==> config.mk <==
export PLATFORM = sky130hd
export DESIGN_NAME = instr_encoder
export DESIGN_NICKNAME = d
export VERILOG_FILES = /design/src/rtl/instr_encoder.sv
export SDC_FILE = /design/constraint.sdc
export NUM_CORES = 1
export LEC_CHECK = 0
export ABC_AREA = 0
export ABC_CLOCK_PERIOD_IN_PS = 5900
export CORE_AREA = 10 10 83 138
export CTS_CLUSTER_DIAMETER = 30
export DETAILED_ROUTE_END_ITERATION = 10
export DIE_AREA = 0 0 93 148
export HOLD_SLACK_MARGIN = 0.1
export PLACE_DENSITY_LB_ADDON = 0.25
export SLEW_MARGIN = 20
export SYNTH_ARGS = -nofsm -noshare
export SYNTH_HDL_FRONTEND = slang
export SYNTH_SLANG_ARGS = --single-unit
==> constraint.sdc <==
create_clock -name clk -period 5.9 [get_ports clk]
set_input_delay 1.18 -clock clk [delete_from_list [all_inputs] [get_ports clk]]
set_output_delay 1.18 -clock clk [all_outputs]
set_load 0.01 [all_outputs]
==> src/rtl/instr_encoder.sv <==
`default_nettype none
// ============================================================================
// Module   : instr_encoder
// Purpose  : Builds RV32I instruction words from separate field inputs, with
//            optional immediate range checking. There is one output register
//            stage, so a word appears one cycle after its request is taken.
//            A ready/valid handshake runs on both sides.
//            Illegal opcodes, and out-of-range immediates when IMM_CHECK=1,
//            produce a NOP with out_err set. Counters track accepted requests
//            and error words.
// Ports    : clk, rst_n            - clock, async active-low reset
//            in_valid / in_ready   - request handshake
//            in_opcode..in_funct7  - RV32I fields; in_imm signed, unshifted
//            out_valid / out_ready - result handshake
//            out_instr / out_err   - encoded word and error flag
//            clr_cnt               - synchronous clear of both counters
//            enc_count / err_count - accepted-request count / error count
// Revision : 1.0 - initial release
// ============================================================================
module instr_encoder #(
    parameter int IMM_CHECK = 1
) (
    input  logic        clk,
    input  logic        rst_n,
    input  logic        in_valid,
    output logic        in_ready,
    input  logic [6:0]  in_opcode,
    input  logic [4:0]  in_rd,
    input  logic [2:0]  in_funct3,
    input  logic [4:0]  in_rs1,
    input  logic [4:0]  in_rs2,
    input  logic [6:0]  in_funct7,
    input  logic [31:0] in_imm,
    output logic        out_valid,
    input  logic        out_ready,
    output logic [31:0] out_instr,
    output logic        out_err,
    input  logic        clr_cnt,
    output logic [15:0] enc_count,
    output logic [7:0]  err_count
);

    localparam logic [31:0] c_nop      = 32'h0000_0013;
    localparam bit          c_check    = (IMM_CHECK != 0);

    localparam logic [6:0]  c_op_imm   = 7'b0010011;
    localparam logic [6:0]  c_op_load  = 7'b0000011;
    localparam logic [6:0]  c_op_jalr  = 7'b1100111;
    localparam logic [6:0]  c_op_store = 7'b0100011;
    localparam logic [6:0]  c_op_br    = 7'b1100011;
    localparam logic [6:0]  c_op_lui   = 7'b0110111;
    localparam logic [6:0]  c_op_auipc = 7'b0010111;
    localparam logic [6:0]  c_op_jal   = 7'b1101111;
    localparam logic [6:0]  c_op_reg   = 7'b0110011;

    logic        r_valid;
    logic [31:0] r_instr;
    logic        r_err;
    logic [15:0] r_enc_cnt;
    logic [7:0]  r_err_cnt;

    logic [31:0] w_field_word;
    logic        w_range_ok;
    logic        w_legal_op;
    logic [31:0] w_word;
    logic        w_err;
    logic        w_accept;

    // Field packing and range test per format. Range tests ask whether the
    // immediate survives the mapping without loss: the dropped high bits must
    // be sign copies, and the dropped low bits must be zero.
    always_comb begin
        w_field_word = c_nop;
        w_range_ok   = 1'b1;
        w_legal_op   = 1'b1;
        case (in_opcode)
            c_op_imm, c_op_load, c_op_jalr: begin
                w_field_word = {in_imm[11:0], in_rs1, in_funct3, in_rd, in_opcode};
                w_range_ok   = (&in_imm[31:11]) | ~(|in_imm[31:11]);
            end
            c_op_store: begin
                w_field_word = {in_imm[11:5], in_rs2, in_rs1, in_funct3,
                                in_imm[4:0], in_opcode};
                w_range_ok   = (&in_imm[31:11]) | ~(|in_imm[31:11]);
            end
            c_op_br: begin
                w_field_word = {in_imm[12], in_imm[10:5], in_rs2, in_rs1, in_funct3,
                                in_imm[4:1], in_imm[11], in_opcode};
                w_range_ok   = ((&in_imm[31:12]) | ~(|in_imm[31:12])) & ~in_imm[0];
            end
            c_op_lui, c_op_auipc: begin
                w_field_word = {in_imm[31:12], in_rd, in_opcode};
                w_range_ok   = ~(|in_imm[11:0]);
            end
            c_op_jal: begin
                w_field_word = {in_imm[20], in_imm[10:1], in_imm[11], in_imm[19:12],
                                in_rd, in_opcode};
                w_range_ok   = ((&in_imm[31:20]) | ~(|in_imm[31:20])) & ~in_imm[0];
            end
            c_op_reg: begin
                w_field_word = {in_funct7, in_rs2, in_rs1, in_funct3, in_rd, in_opcode};
            end
            default: begin
                w_legal_op   = 1'b0;
            end
        endcase
    end

    // An illegal opcode is always an error. A range violation is an error
    // only when checking is enabled; otherwise the truncated word goes out.
    always_comb begin
        w_word = w_field_word;
        w_err  = 1'b0;
        if (!w_legal_op || (c_check && !w_range_ok)) begin
            w_word = c_nop;
            w_err  = 1'b1;
        end
    end

    // The output register may be refilled in the same cycle it is drained,
    // so back-to-back requests see no bubble.
    assign in_ready = !r_valid || out_ready;
    assign w_accept = in_valid && in_ready;

    always_ff @(posedge clk or negedge rst_n) begin
        if (!rst_n) begin
            r_valid <= 1'b0;
            r_instr <= 32'h0;
            r_err   <= 1'b0;
        end else if (w_accept) begin
            r_valid <= 1'b1;
            r_instr <= w_word;
            r_err   <= w_err;
        end else if (out_ready) begin
            r_valid <= 1'b0;
        end
    end

    // Clear takes priority over a same-cycle increment. enc_count wraps
    // naturally; err_count holds at all-ones.
    always_ff @(posedge clk or negedge rst_n) begin
        if (!rst_n) begin
            r_enc_cnt <= 16'h0;
            r_err_cnt <= 8'h0;
        end else if (clr_cnt) begin
            r_enc_cnt <= 16'h0;
            r_err_cnt <= 8'h0;
        end else if (w_accept) begin
            r_enc_cnt <= r_enc_cnt + 16'd1;
            if (w_err && (r_err_cnt != 8'hFF)) begin
                r_err_cnt <= r_err_cnt + 8'd1;
            end
        end
    end

    assign out_valid = r_valid;
    assign out_instr = r_instr;
    assign out_err   = r_err;
    assign enc_count = r_enc_cnt;
    assign err_count = r_err_cnt;

endmodule
`default_nettype wire

==> metrics.csv <==
stage,metric,value,unit
outcome,status,"complete, no violations",
clocking,H-tree Lvls,3,
timing,fin crit period,3.76,ns
power,leakage,1.80,nW
placement,GPL Wtd Cong,0.903,
clocking,setup bufs post-CTS,0,
logic_synthesis,Netlist cell types,44,
power,Psw,0.238,mW
final_layout,Layout Nets,536,
logic_synthesis,synthesized area per cell,8.96,µm²
timing,Layout Skew,0.00643,ns
clocking,clock latency on the worst-skew pair,0.33,ns
floorplan,initial core utilization,0.342,
timing,Worst Tran Pin Value,1.08,ns
placement,placed cell count,574,
final_layout,Final Util,0.524,
critical_path,CP arrival,4.00,ns
power,VDD IR max,0.148,mV
global_route,GR Layer Usage met1,0.157,
logic_synthesis,Synth Area in Compound Gates,0.196,
floorplan,die span in x,93,µm
power,Internal,0.807,mW
worst_hold_path,Hold Path Class,reg -> reg,
critical_path,Critical Setup Path Class,in -> reg,
global_route,busiest layer in global routing,met2,
logic_synthesis,Mapped Cells,347,
final_layout,filler cell count,886,
timing,RSZ-0062 raised after global routing,no,
run,max cap viols,0,
final_layout,"non-filler cells, final",590,
placement,Final HPWL DP,8.30,mm
power,Sw Ratio,0.228,
floorplan,Chip Height,148,µm
logic_synthesis,post-synthesis mux area share,0.0213,
detailed_routing,DR pass1 iterations,8,
clocking,TritonCTS clock tree,yes,
power,Reg power frac,0.387,
final_layout,multi-input logic area,0.00156,mm²
final_layout,share of cells above drive strength 1,0.0574,
clocking,CTS resizes,0,
timing,setup TNS,0,ns
critical_path,element type at the critical path start,input port,
floorplan,floorplan row count,46,
detailed_routing,DR vias,3222,
logic_synthesis,simple-gate share of the synthesized area,0.241,
global_route,GRT Util Overall,0.159,
timing,final hold viol count,0,
power,Logic pwr share,0.108,
timing,Hold Slack,0.474,ns
timing,Final period util,0.638,
timing,final setup fails,0,
logic_synthesis,yosys warns,0,
global_route,total grt overflow,0,
clocking,CTS max path bufs,2,
power,PD cells,220,mW/mm²
global_route,vias in the first global route,3385,
timing,Rel. slew slack,0.280,
critical_path,Required @ worst endpoint,6.14,ns
final_layout,ANT cells,0,
logic_synthesis,"EDFF count, synth",0,
detailed_routing,Iteration-0 DRC Markers,181,
detailed_routing,routed length per instance,18.4,µm
floorplan,Core Footprint,0.00909,mm²
global_route,initial antenna violation count,0,
logic_synthesis,post-synthesis sequential area ratio,0.467,
placement,DP Worst Slack,1.75,ns
clocking,Root Buffer,clkbuf_16,
clocking,"CTS clk-pin slew, worst paths",0.05,ns
timing,Fmax achieved,0.266,GHz
logic_synthesis,ys async rst share,1.00,
clocking,clock sink count,58,
detailed_routing,DRC,0,
power,clock power share,0.505,
clocking,hold_buf cts,0,
floorplan,die area,0.0138,mm²
timing,setup ws final,2.14,ns
logic_synthesis,combinational family with the most area after synthesis,simple AND/OR/NAND/NOR gates,
clocking,TritonCTS Buffers,9,
final_layout,Storage cell area,0.00145,mm²
critical_path,critical path capture point type,flip-flop,
placement,PortBufs,127,
global_route,M3 GR Usage,0.0715,
logic_synthesis,"Cell Area, Synth",0.00311,mm²
logic_synthesis,#FFs+latches synth,58,
logic_synthesis,post-synthesis adder-cell area fraction,0.00805,
logic_synthesis,xor/xnor cell area share of the yosys netlist,0.0310,
logic_synthesis,ys flop type,dfrtp_1,
timing,Pins Over Slew Limit,0,
global_route,met2 Use GR,0.282,
final_layout,Synth-to-Final Area Change,53.1,%
detailed_routing,vias per cell,5.46,
global_route,first-pass GRT wire length,17.3,mm
global_route,largest net degree at the start of global routing,59,
critical_path,largest fanout on the critical path,31,
logic_synthesis,Synthesized Nets,418,
detailed_routing,Routed Antenna Nets,0,
detailed_routing,DRT Wirelength,10.9,mm
floorplan,I/O pin total,128,
==> power by group through the flow <==
stage / combinational, mW / sequential (mW) / clock, mW
floorplan: 0.0333 / 0.412 / 0
global placement: 0.112 / 0.411 / 0
detailed placement: 0.113 / 0.412 / 0
CTS: 0.114 / 0.405 / 0.539
global route: 0.123 / 0.405 / 0.560
finish: 0.113 / 0.405 / 0.528
==> cell families after synthesis <==
logic type	Yosys count
simple gates	150
xor+xnor	11
fa+ha+maj	2
mux	6
buf+inv	25
compound gates	95
flops	58
==> Yosys cell counts, drive strengths merged (2+ instances only) <==
cell | number | area share
nor2b | 5 | 0.010
inv | 3 | 0.0036
nor2 | 25 | 0.030
buf | 6 | 0.012
or2 | 2 | 0.0040
ha | 2 | 0.0080
nand2 | 48 | 0.058
o21a | 2 | 0.0048
a21oi | 15 | 0.024
or3 | 7 | 0.014
o31ai | 5 | 0.012
a32o | 2 | 0.0064
o21ai | 40 | 0.064
nand3 | 15 | 0.024
xnor2 | 4 | 0.011
nand4 | 9 | 0.018
dfrtp | 58 | 0.47
nand2b | 6 | 0.012
and2 | 3 | 0.0060
mux2 | 5 | 0.018
a22oi | 13 | 0.031
or4 | 3 | 0.0072
xor2 | 7 | 0.020
a221oi | 2 | 0.0056
and3 | 5 | 0.010
a222oi | 10 | 0.032
clkbuf | 16 | 0.019
nor4 | 9 | 0.018
nor3 | 6 | 0.0097
nand3b | 2 | 0.0048
==> registers in the layout (all words and copies together), names as in the netlist <==
name and cells:
out_valid 1, out_instr 32, err_count 8, out_err 1
enc_count 16
==> area by class of cell <==
type,instances,area share
clock inverters,5,0.0110
well taps,120,0.0315
flip-flops and latches,58,0.305
clock buffers,11,0.0531
inverters,3,0.00236
multi-input cells,264,0.328
repair buffers,129,0.269
==> stage by stage <==
| step | cell area [µm²] | power, mW |
|---|---|---|
| 5_1_grt | 4760 | 1.09 |
| 3_3_place_gp | 4460 | 0.523 |
| 4_1_cts | 4760 | 1.06 |
| 2_1_floorplan | 3110 | 0.446 |
| 6_report | 4760 | 1.05 |
| 3_5_place_dp | 4460 | 0.525 |
==> per-layer routing <==
layer	routed length, µm	vias to the layer above
met5	0	-
met4	199	0
met3	1070	21
met2	5580	148
met1	4010	1529
li1	-	1524
==> worst paths after layout <==
kind                                   start             to  slack [ns]  depth (start not counted)
worst max-delay path            in_opcode[6]   out_instr[5]        2.14                          7
worst max register to register  err_count[0]   err_count[5]        3.54                          7
worst min-delay path            out_instr[0]   out_instr[0]        0.47                          1
max in group asynchronous              rst_n  out_instr[30]        4.40                          2
min in group asynchronous              rst_n   out_instr[5]        1.00                          2
worst min register to register  out_instr[0]   out_instr[0]        0.47                          1
==> layout by cell type (no fill, tap or decap), types with 3 or more instances in the layout <==
| cell | instances |
|---|---|
| a21oi_1 | 15 |
| a222oi_1 | 10 |
| a22oi_1 | 13 |
| and2_1 | 3 |
| and3_1 | 5 |
| clkbuf_16 | 9 |
| clkdlybuf4s50_1 | 126 |
| clkinv_2 | 3 |
| dfrtp_1 | 58 |
| inv_1 | 3 |
| mux2_2 | 5 |
| nand2_1 | 48 |
| nand2b_1 | 6 |
| nand3_1 | 15 |
| nand4_1 | 9 |
| nor2_1 | 25 |
| nor2b_1 | 5 |
| nor3_1 | 6 |
| nor4_1 | 9 |
| o21ai_0 | 40 |
| o31ai_1 | 4 |
| or3_1 | 7 |
| or4_1 | 3 |
| xnor2_1 | 4 |
| xor2_1 | 7 |
==> critical path: stages <==
cell and delay [ns]:
clkdlybuf4s50_1 0.70, nand3b_1 0.18, nor3_1 0.39, o21ai_0 0.15
a31oi_1 0.69, o31ai_4 0.40, o31ai_1 0.31
Note: power is estimated with default switching activity, not from simulation.
